File: src/rtl/arbiter_wrr_if.sv
// Request/grant bundle for the weighted round-robin arbiter.
// The lock vector is present only when ARBITER_WRR_LOCK_EN is defined.
interface arbiter_wrr_if #(
  parameter int NUM_PORTS    = 9,
  parameter int WEIGHT_WIDTH = 4
);
  localparam int ID_WIDTH = $clog2(NUM_PORTS);

  logic [0:NUM_PORTS-1]              request;
  logic [NUM_PORTS*WEIGHT_WIDTH-1:0] weight;
`ifdef ARBITER_WRR_LOCK_EN
  logic [0:NUM_PORTS-1]              lock;
`endif
  logic [0:NUM_PORTS-1]              grant;
  logic [ID_WIDTH-1:0]               grant_id;
  logic                              active;

`ifdef ARBITER_WRR_LOCK_EN
  modport master (output request, weight, lock, input grant, grant_id, active);
  modport slave  (input request, weight, lock, output grant, grant_id, active);
`else
  modport master (output request, weight, input grant, grant_id, active);
  modport slave  (input request, weight, output grant, grant_id, active);
`endif
endinterface

File: src/rtl/arbiter_wrr.sv
// Weighted round-robin arbiter: each owner keeps the grant for up to its weight
// in consecutive cycles. Optional no-preempt lock via macro ARBITER_WRR_LOCK_EN.
//
// state    | meaning
// ST_IDLE  | no grant outstanding, next request found by search order wins
// ST_OWNED | port `last` holds the grant, `quota` counts remaining extra cycles
module arbiter_wrr #(
  parameter int NUM_PORTS    = 9,
  parameter int WEIGHT_WIDTH = 4
) (
  input logic          clk,
  input logic          rst,
  arbiter_wrr_if.slave bus
);
  localparam int ID_WIDTH = $clog2(NUM_PORTS);

  typedef enum logic {ST_IDLE, ST_OWNED} state_t;

  state_t                  state, state_nxt;
  logic [ID_WIDTH-1:0]     last, last_nxt;
  logic [ID_WIDTH-1:0]     gid, gid_nxt;
  logic [WEIGHT_WIDTH-1:0] quota, quota_nxt;
  logic [0:NUM_PORTS-1]    grant_q, grant_nxt;

  logic [WEIGHT_WIDTH-1:0] wt [NUM_PORTS];
  logic                    found_any, found_other;
  logic [ID_WIDTH-1:0]     win_any, win_other;
  logic                    take;
  logic [ID_WIDTH-1:0]     take_id;
  logic                    lock_hold;

  for (genvar i = 0; i < NUM_PORTS; i++) begin : g_wt
    assign wt[i] = bus.weight[i*WEIGHT_WIDTH +: WEIGHT_WIDTH];
  end

`ifdef ARBITER_WRR_LOCK_EN
  assign lock_hold = bus.lock[last];
`else
  assign lock_hold = 1'b0;
`endif

  // Burst of w cycles means w-1 extra cycles after the grant; weight 0 acts as 1.
  function automatic logic [WEIGHT_WIDTH-1:0] load_of(input logic [WEIGHT_WIDTH-1:0] w);
    return (w == '0) ? '0 : w - 1'b1;
  endfunction

  // Search last+1 .. last+N (mod N); "other" stops before wrapping back to last.
  always_comb begin
    int                  idx;
    logic [ID_WIDTH-1:0] idx_v;
    idx         = 0;
    idx_v       = '0;
    found_any   = 1'b0;
    found_other = 1'b0;
    win_any     = '0;
    win_other   = '0;
    for (int k = 1; k <= NUM_PORTS; k++) begin
      idx   = (int'(last) + k) % NUM_PORTS;
      idx_v = ID_WIDTH'(idx);
      if (!found_any && bus.request[idx_v]) begin
        found_any = 1'b1;
        win_any   = idx_v;
      end
      if (k < NUM_PORTS && !found_other && bus.request[idx_v]) begin
        found_other = 1'b1;
        win_other   = idx_v;
      end
    end
  end

  always_comb begin
    state_nxt = state;
    last_nxt  = last;
    gid_nxt   = gid;
    quota_nxt = quota;
    grant_nxt = grant_q;
    take      = 1'b0;
    take_id   = last;
    case (state)
      ST_IDLE: begin
        if (found_any) begin
          take    = 1'b1;
          take_id = win_any;
        end
      end
      ST_OWNED: begin
        if (!bus.request[last]) begin
          if (found_any) begin
            take    = 1'b1;
            take_id = win_any;
          end else begin
            state_nxt = ST_IDLE;
            grant_nxt = '0;
          end
        end else if (quota != '0) begin
          quota_nxt = quota - 1'b1;
        end else if (lock_hold) begin
          quota_nxt = '0;
        end else if (found_other) begin
          take    = 1'b1;
          take_id = win_other;
        end else begin
          quota_nxt = load_of(wt[last]);
        end
      end
      default: begin
        state_nxt = ST_IDLE;
        grant_nxt = '0;
      end
    endcase
    if (take) begin
      state_nxt          = ST_OWNED;
      last_nxt           = take_id;
      gid_nxt            = take_id;
      quota_nxt          = load_of(wt[take_id]);
      grant_nxt          = '0;
      grant_nxt[take_id] = 1'b1;
    end
  end

  always_ff @(posedge clk) begin
    if (rst) begin
      state   <= ST_IDLE;
      last    <= ID_WIDTH'(NUM_PORTS - 1);
      gid     <= '0;
      quota   <= '0;
      grant_q <= '0;
    end else begin
      state   <= state_nxt;
      last    <= last_nxt;
      gid     <= gid_nxt;
      quota   <= quota_nxt;
      grant_q <= grant_nxt;
    end
  end

  assign bus.grant    = grant_q;
  assign bus.grant_id = gid;
  assign bus.active   = (state == ST_OWNED);
endmodule

File: src/flat_wrapper.sv
// flat-port wrapper written by rule: the top's interface ports become plain ports
module arbiter_wrr_flat 
#(
  parameter int NUM_PORTS    = 9,
  parameter int WEIGHT_WIDTH = 4
)
  (clk, rst, bus_request, bus_weight, bus_grant, bus_grant_id, bus_active);
  arbiter_wrr_if #(.NUM_PORTS(NUM_PORTS), .WEIGHT_WIDTH(WEIGHT_WIDTH)) bus_i ();
  input logic clk;
  input logic rst;
  input wire logic [$bits(bus_i.request)-1:0] bus_request;
  input wire logic [$bits(bus_i.weight)-1:0] bus_weight;
  output wire logic [$bits(bus_i.grant)-1:0] bus_grant;
  output wire logic [$bits(bus_i.grant_id)-1:0] bus_grant_id;
  output wire logic [$bits(bus_i.active)-1:0] bus_active;
  assign bus_i.request = bus_request;
  assign bus_i.weight = bus_weight;
  assign bus_grant = bus_i.grant;
  assign bus_grant_id = bus_i.grant_id;
  assign bus_active = bus_i.active;
  arbiter_wrr #(.NUM_PORTS(NUM_PORTS), .WEIGHT_WIDTH(WEIGHT_WIDTH)) u_core (.clk(clk), .rst(rst), .bus(bus_i));
endmodule
File: config.mk
export PLATFORM = sky130hd
export DESIGN_NAME = arbiter_wrr_flat
export DESIGN_NICKNAME = d
export VERILOG_FILES = /design/src/rtl/arbiter_wrr_if.sv /design/src/rtl/arbiter_wrr.sv /design/src/flat_wrapper.sv
export SDC_FILE = /design/constraint.sdc
export NUM_CORES = 1
export LEC_CHECK = 0
export CORE_UTILIZATION = 65
export DETAILED_ROUTE_END_ITERATION = 6
export PLACE_DENSITY = 0.86
export REMOVE_ABC_BUFFERS = 1
export SLEW_MARGIN = 15
export SYNTH_ARGS = -nofsm -noshare
export SYNTH_HDL_FRONTEND = slang
export SYNTH_SLANG_ARGS = --single-unit
File: constraint.sdc
create_clock -name clk -period 11.5 [get_ports clk]
set_clock_uncertainty 0.2 [all_clocks]
set_input_delay 1.15 -clock clk [delete_from_list [all_inputs] [get_ports clk]]
set_output_delay 1.15 -clock clk [all_outputs]
set_load 0.05 [all_outputs]
==> results of run 1 <==
## per-stage QoR
| step | area (um2) | hold slack, ns | setup slack, ns | cells | util |
|---|---|---|---|---|---|
| 6_report | 7976 | 0.2906 | 2.834 | 1155 | 0.7262 |
| 5_1_grt | 7976 | 0.3376 | 2.388 | 1155 | 0.7262 |
| 2_1_floorplan | 7064 | 0.3017 | 0.6952 | 944 | - |
| 3_5_place_dp | 7896 | 0.2790 | 3.034 | 1151 | 0.7190 |
| 4_1_cts | 7976 | 0.2941 | 3.021 | 1155 | 0.7262 |
| 3_3_place_gp | 7896 | 0.2697 | 3.059 | 1151 | 0.7190 |
## per-layer routing
layer | track usage | share of wire | vias up
li1 | - | - | 3872
met1 | 0.5078 | 0.39 | 3879
met2 | 0.6410 | 0.44 | 557
met3 | 0.07531 | 0.12 | 96
met4 | 0.2008 | 0.055 | 0
met5 | 0 | 0 | -
## tightest hold or removal path, cell delays in order, from the launching register on
cell and delay [ns]:
sky130_fd_sc_hd__dfxtp_1 0.32, sky130_fd_sc_hd__a21oi_1 0.06, sky130_fd_sc_hd__nor2_1 0.07
## area by class of cell
class / instances / area share
clock buffers: 3 / 0.009412
clock inverters: 1 / 0.0006275
repair buffers: 67 / 0.08188
well taps: 140 / 0.02196
inverters: 50 / 0.02353
flip-flops and latches: 19 / 0.04816
multi-input cells: 875 / 0.8144
## state kept, by name, summed over array words and instances, names as in the netlist
name                 cells
u_core.bus.active        1
u_core.bus.grant         9
u_core.last              1
u_core.bus.grant_id      4
u_core.quota             4
## path summary, 6_finish.rpt
| path | cells past startpoint | to | slack, ns | startpoint |
|---|---|---|---|---|
| setup / recovery | 25 | u_core.quota[2] | 2.83 | u_core.bus.grant_id[0] |
| hold / removal | 2 | u_core.bus.grant[8] | 0.29 | u_core.bus.grant[8] |
| setup reg to reg | 25 | u_core.quota[2] | 2.83 | u_core.bus.grant_id[0] |
| hold reg to reg | 2 | u_core.bus.grant[8] | 0.29 | u_core.bus.grant[8] |
## cells in the final DEF, fill, tap and decap left out, drive strengths merged, types with 11 or more instances in the layout
master / instances
nand4: 12
o211a: 13
mux2: 15
and3: 11
dfxtp: 19
a211o: 14
ha: 55
o21ai: 53
o22ai: 12
mux4: 18
nor2: 92
mux2i: 42
and2: 14
a22oi: 19
o211ai: 17
nor2b: 20
nand3: 18
nand2b: 20
nor3: 29
or3: 13
a211oi: 17
a31oi: 12
clkdlybuf4s50: 60
inv: 50
a21oi: 50
xnor2: 24
o31ai: 12
nor4: 17
nand2: 92
## logic make-up (layout without fill, tap and decap cells)
logic type / count (synthesis) / in the layout
multiplexers: 75 / 75
XOR/XNOR: 31 / 31
AO/OA/AOI/OAI: 330 / 330
flip-flops: 19 / 19
buffers and inverters: 119 / 121
AND/OR/NAND/NOR: 384 / 384
adder cells (fa/ha/maj): 55 / 55
==> results.md, run 1 <==
- From synthesis to final layout, the design area changed by 7.868%.
- The final layout contains routed wiring with a total length of 24.01 mm.
- The fraction of final layout cells sized beyond drive strength 1 is 0.09458.
- The maximum number of buffers from clock root to sink is 2.
- After synthesis, the largest family of logic cells by area is compound AO/OA/AOI/OAI gates.
- The compound-cell area share of the yosys netlist was 0.3384.
- Setup repair after global routing left no endpoint under its margin.
- The category of the worst setup path capture point is a flip-flop.
- The final layout contains 1118 nets.
- The largest area contributor in the netlist is sky130_fd_sc_hd__ha_1.
- The final routed wire length divided by cell count is 20.79 um.
- The total count of max-transition violations in the final report is 0.
- The most frequent cell after synthesis is sky130_fd_sc_hd__nand2_1.
- The die footprint is 0.01181 mm2.
- The synthesis warning total is 0.
- The remaining design rule violation count is 0.
- Fill cells in the final layout number 914.
- Measured along the y axis, the die boundary spans 108.7 um.
- At the worst endpoint, the arrival time is 8.60 ns.
- The site row count is 38.
- Hold repair after CTS inserted 0 buffers.
- After synthesis, the most frequently instantiated cells are 92 x sky130_fd_sc_hd__nand2_1, 91 x sky130_fd_sc_hd__nor2_1, 55 x sky130_fd_sc_hd__ha_1.
- Together, buffers and inverters on the worst path number 3.
- The HPWL after detailed placement is 18.33 mm.
- Of all nets on the critical path, the largest fanout is 46.
- The initial antenna violation count was 0.
- The count of buffers added on input and output ports is 60.
- The global-route wire length before repair is 37.37 mm.
- By startpoint and endpoint, the worst setup path is classified as reg -> reg.
- The transition time at the pin with the least slew margin is 0.9538 ns.
- The delay of the slowest critical-path stage is 0.81 ns.
- Entering global routing, the biggest net connects 56 pins.
- The number of resized instances in the post-cts repair step is 0.
- The share of the Yosys chip area taken by registers is 0.05144.
- Static timing analysis puts the maximum clock frequency at 115.4 MHz.
- The smallest clock period supported by the final layout is computed as just under 9 ns.
- The most used flip-flop cell after synthesis is sky130_fd_sc_hd__dfxtp_1.
- The total of flip-flops plus latches after synthesis is 19.
- After technology mapping, the gate count stands at 1013.
- The latest clock arrival within the worst-skew pair is 0.25 ns.
- a little over 60 I/O pins were placed.
- The family with the most delay on the worst path is compound AO/OA/AOI/OAI gates.
- The total overflow left after global routing is 0.
- The post-synthesis cell type count is 104.
- The portion of synthesized area spent on multiplexers is 0.1350.
- The cell at the root of the clock tree is sky130_fd_sc_hd__clkbuf_16.
- The number of hold violations in the final report came to 0.
- Yosys mapped a number of flops with a built-in enable equal to 0.
- For this block, the initial DRC count from the detailed router was 857.
- The number of CTS-inserted buffers is 3.
- The share of the synthesized area in the top cell type is 0.09306.
- For this run, asynchronously set or reset flops after synthesis account for 0.
- The combined global-route utilization of all metal layers is 0.3988.
- For this block, the via count after detailed routing is 8404.
- Averaged over all synthesized cells, the footprint is 7.300 um2.
- The cell with the largest stage delay on the worst path is sky130_fd_sc_hd__ha_1.
- The remaining antenna violation count after routing is 0.
- In the post-synthesis netlist, the biggest area contributors are sky130_fd_sc_hd__ha_1 9.3%, sky130_fd_sc_hd__mux2i_1 5.7%, sky130_fd_sc_hd__mux4_2 5.5%, sky130_fd_sc_hd__dfxtp_1 5.1%, sky130_fd_sc_hd__nand2_1 4.7%.
- For this configuration, the core starts out at a cell density of 0.6733.
- The die span in x is 108.7 um.
- The CTS tree is done.
- The combined area of all synthesized cells is 0.007395 mm2.
- After detailed routing, the number of vias per cell comes to 7.276.
- The repair_antennas step left the layout with diodes totalling 0.
- The clock transition at the registers of the reported paths is 0.06 ns.
- The area of all sequential standard cells is between 300 and 400 um2.
- STA classifies the critical path startpoint as a flip-flop.
- The congestion estimate from routability-driven global placement came to 0.9877.
- Summing all multi-input logic gate instances after layout gives 0.006496 mm2.
- The total negative slack for setup checks is 0 ns.
- Setup violations remaining at the end of the flow were counted as 0.
- The number of H-tree levels is 1.
- Clock tree synthesis found a total of 19 sinks.
- Of the total synthesized cell area, the portion taken by XOR and XNOR cells is 0.03875.
- The length of the first detailed-routing pass in iterations is 6.
- The run finished with clean final reports.
- Of the available clock period, the critical path in the final layout requires 0.7535.
- Across the run, the number of max-cap violations was 0.
- Of the total synthesized cell area, the portion taken by full adders, half adders and majority gates is 0.09306.
- The area of the core is 0.01098 mm2.
- Data on the critical path is required at its endpoint by 11.44 ns.
- The normalized max-slew margin is 0.3613.
- In this run the worst hold path is classified as reg -> reg.
- The post-CTS setup-driven buffer insertion count is 0.
- The via count of the first global-routing pass was 7560.
- Of the total synthesized cell area, the portion taken by AND, OR, NAND and NOR gates is 0.2733.
Power of run 1 is left out: the tool's default activity adds up to more than one toggle a clock period on the data nets, which glitch-free logic cannot reach.
==> run 2: changes to the inputs <==
- CORE_UTILIZATION: 65 -> 56
- PLACE_DENSITY: 0.86 -> 0.78
- clock period: 11.5 -> 7.38 ns (I/O delays scaled with it)
==> run 2 against run 1 <==
Critical endpoint unchanged. Critical path depth up 1. Final cell count up 6.3%. Count of clock-buffer cells in the layout unchanged. Largest cell class unchanged. Worst setup slack worse by 2.5 ns. Wire length up 12%.
==> results.md, run 2 (synthesis gave the netlist of run 1 again) <==
- The flow ran to the end, and the final reports show no timing, DRC or antenna violations.
- The longest clock path from root to sink contains 2 buffers.
- Leaving out fill and tap cells, the most frequent cells in the layout are 91 x sky130_fd_sc_hd__nand2_1, 90 x sky130_fd_sc_hd__nor2_1, 60 x sky130_fd_sc_hd__clkdlybuf4s50_1.
- The total count of max-transition violations in the final report came to 0.
- The startpoint of the lowest-slack hold path is u_core.bus.grant[8].
- The arrival time at the worst endpoint is 6.98 ns.
- The via count of the first global-routing pass is 7689.
- Global routing finished with a remaining overflow of 0.
- The total area inside the core boundary comes to ~0.013 mm2.
- The cell at the root of the clock tree is sky130_fd_sc_hd__clkbuf_16.
- The transition time at the pin with the least slew margin is 0.8759 ns.
- Dividing the detail-routed via count by the number of cells gives about 7.
- The post-route fraction of the period consumed by the critical path is 0.9528.
- In this run the horizontal extent of the chip is 116.9 um.
- The filler cell count is about 1200.
- The clock drives 19 sinks.
- The number of CTS-inserted buffers is 3.
- The total via count after detailed routing is 8684.
- The number of hold buffers added after CTS was 0.
- The remaining design rule violation count is 0.
- The finished cells cover 0.008376 mm2.
- The total negative slack for setup checks is 0 ns.
- The fraction of final layout cells sized beyond drive strength 1 is 0.1354.
- The pre-antenna-repair detailed-routing pass consisted of 5 iterations.
- During I/O placement, the number of pins put on the boundary was 61.
- Row generation in the floorplan step produced 41 rows.
- The CTS tree is done.
- For this run, the total global-route usage over all layers was measured as 0.3907.
- The destination of the worst register-to-register timing path is u_core.quota[2].
- The number of H-tree levels is 1.
- The die footprint is 0.01367 mm2.
- The reg-to-reg critical path startpoint is u_core.bus.grant_id[1].
- The detailed-route wire length is roughly 27 mm.
- The number of hold violations in the final report is 0.
- 0 antenna diodes ended up in the layout.
- From bottom edge to top edge, the die measures around 120 um.
- The peak clock frequency supported by timing is roughly 140 MHz.
- The worst hold path belongs to the class reg -> reg.
- Setup violations remaining at the end of the flow were counted as 0.
- Entering global routing, the biggest net connects 36 pins.
- Counting instances, the worst hold path has a depth of 2.
- STA classifies the critical path endpoint as a flip-flop.
- The share of the core filled with cells in the final layout is 0.6583.
- The path with the worst hold slack has its endpoint at u_core.bus.grant[8].
- Once placement finished, the instance area stood at 0.008200 mm2.
- The effective utilization at floorplan is 0.5812.
- The library cell used most frequently in the layout, excluding fill and tap cells, is sky130_fd_sc_hd__nand2_1.
- The worst reg-to-reg setup slack is 0.35 ns.
- The clock reaches the later pin of the worst-skew pair after approximately 0.26 ns.
- Detailed placement ended at an HPWL of 20.77 mm.
- The peak fanout along the critical path is 11.
- The final routed wire length divided by cell count is 21.95 um.
- For the finished layout, the period the worst path requires is 7.032 ns.
- The area growth from synthesis to layout is 13.27%.
- The count of nets left with antenna violations once routing finished came out at 0.
- The global-route wire length before repair is 41.24 mm.
- The congestion estimate from routability-driven global placement came to 1.009.
- In this run the tool buffered the top-level ports with 60 buffer cells.
- The clock transition at the registers of the reported paths is 0.07 ns.
- The worst setup path is launched from a flip-flop.
- Measured against its own limit, the worst slew margin works out to 0.4116.
- At the worst endpoint, the required time is ~7.3 ns.
- The number of nets at the end of the flow is 1159.
- After the first detailed-routing iteration, the DRC count stood at 908.
- The register with the most flip-flops in the layout has 9 of them.
- The type of the worst setup path is reg -> reg.
- The initial antenna violation count is 0.
- Counting cells, the worst reg-to-reg path comes to 26.
- Across the run, the number of max-cap violations was 0.
==> run 2: what timing repair did <==
item                       in CTS  in global routing
setup endpoints to repair       0                  4
gates resized for setup         0                  7
setup buffers                   0                  6
==> run 2: area by class of cell <==
class                   instances  area (um2)  share of cell area
multi-input cells             875        6530              0.7797
repair buffers                108       973.4              0.1162
flip-flops and latches         19       385.4             0.04601
well taps                     172       215.2             0.02569
inverters                      50       191.4             0.02286
clock buffers                   3       75.07            0.008963
clock inverters                 1       5.005           0.0005976
==> run 2: worst max path at each step <==
stage	start	endpoint	slack, ns	cells past startpoint
final	u_core.bus.grant_id[1]	u_core.quota[2]	0.35	26
after floorplan	u_core.bus.grant_id[0]	u_core.quota[2]	-3.42	25
after detailed placement	u_core.bus.grant_id[1]	u_core.quota[2]	0.18	26
after global placement	u_core.bus.grant_id[1]	u_core.quota[2]	0.36	25
after CTS	u_core.bus.grant_id[1]	u_core.quota[2]	0.15	26
after global routing	u_core.bus.grant_id[1]	u_core.quota[3]	-0.006	28
==> run 2: critical path, cell delays in order (launching register included) <==
cell                         delay (ns)
sky130_fd_sc_hd__dfxtp_2           0.36
sky130_fd_sc_hd__clkinvlp_4        0.24
sky130_fd_sc_hd__ha_1              0.29
sky130_fd_sc_hd__inv_1             0.06
sky130_fd_sc_hd__ha_1              0.24
sky130_fd_sc_hd__nor4b_2           0.32
sky130_fd_sc_hd__o21ai_0           0.22
sky130_fd_sc_hd__and2_1            0.25
sky130_fd_sc_hd__inv_1             0.10
sky130_fd_sc_hd__ha_1              0.20
sky130_fd_sc_hd__nor2b_1           0.29
sky130_fd_sc_hd__o21ai_0           0.19
sky130_fd_sc_hd__a22o_1            0.30
sky130_fd_sc_hd__nor2_1            0.26
sky130_fd_sc_hd__mux2_2            0.38
sky130_fd_sc_hd__nor3b_1           0.15
sky130_fd_sc_hd__nor2_1            0.28
sky130_fd_sc_hd__nand4b_1          0.19
sky130_fd_sc_hd__or3_1             0.45
sky130_fd_sc_hd__o211ai_1          0.22
sky130_fd_sc_hd__o211a_2           0.30
sky130_fd_sc_hd__nand2_2           0.18
sky130_fd_sc_hd__a211o_1           0.37
sky130_fd_sc_hd__o211a_1           0.14
sky130_fd_sc_hd__a211o_1           0.31
sky130_fd_sc_hd__a21boi_1          0.16
sky130_fd_sc_hd__o31a_1            0.28
==> run 2: routing by layer <==
layer	wire [um]	GRT usage
met1	10990	0.5036
met2	12320	0.6694
met3	2608	0.04325
met4	1039	0.1494
met5	0	0
==> run 2: metrics by stage <==
stage | hold WS (ns) | instances | setup WS, ns
final | 0.3030 | 1228 | 0.3481
after detailed placement | 0.2970 | 1218 | 0.1787
after floorplan | 0.3017 | 944 | -3.425
after CTS | 0.3110 | 1222 | 0.1541
after global routing | 0.3473 | 1228 | -0.006084
after global placement | 0.2705 | 1218 | 0.3556
Power of run 2 is left out for the same reason.
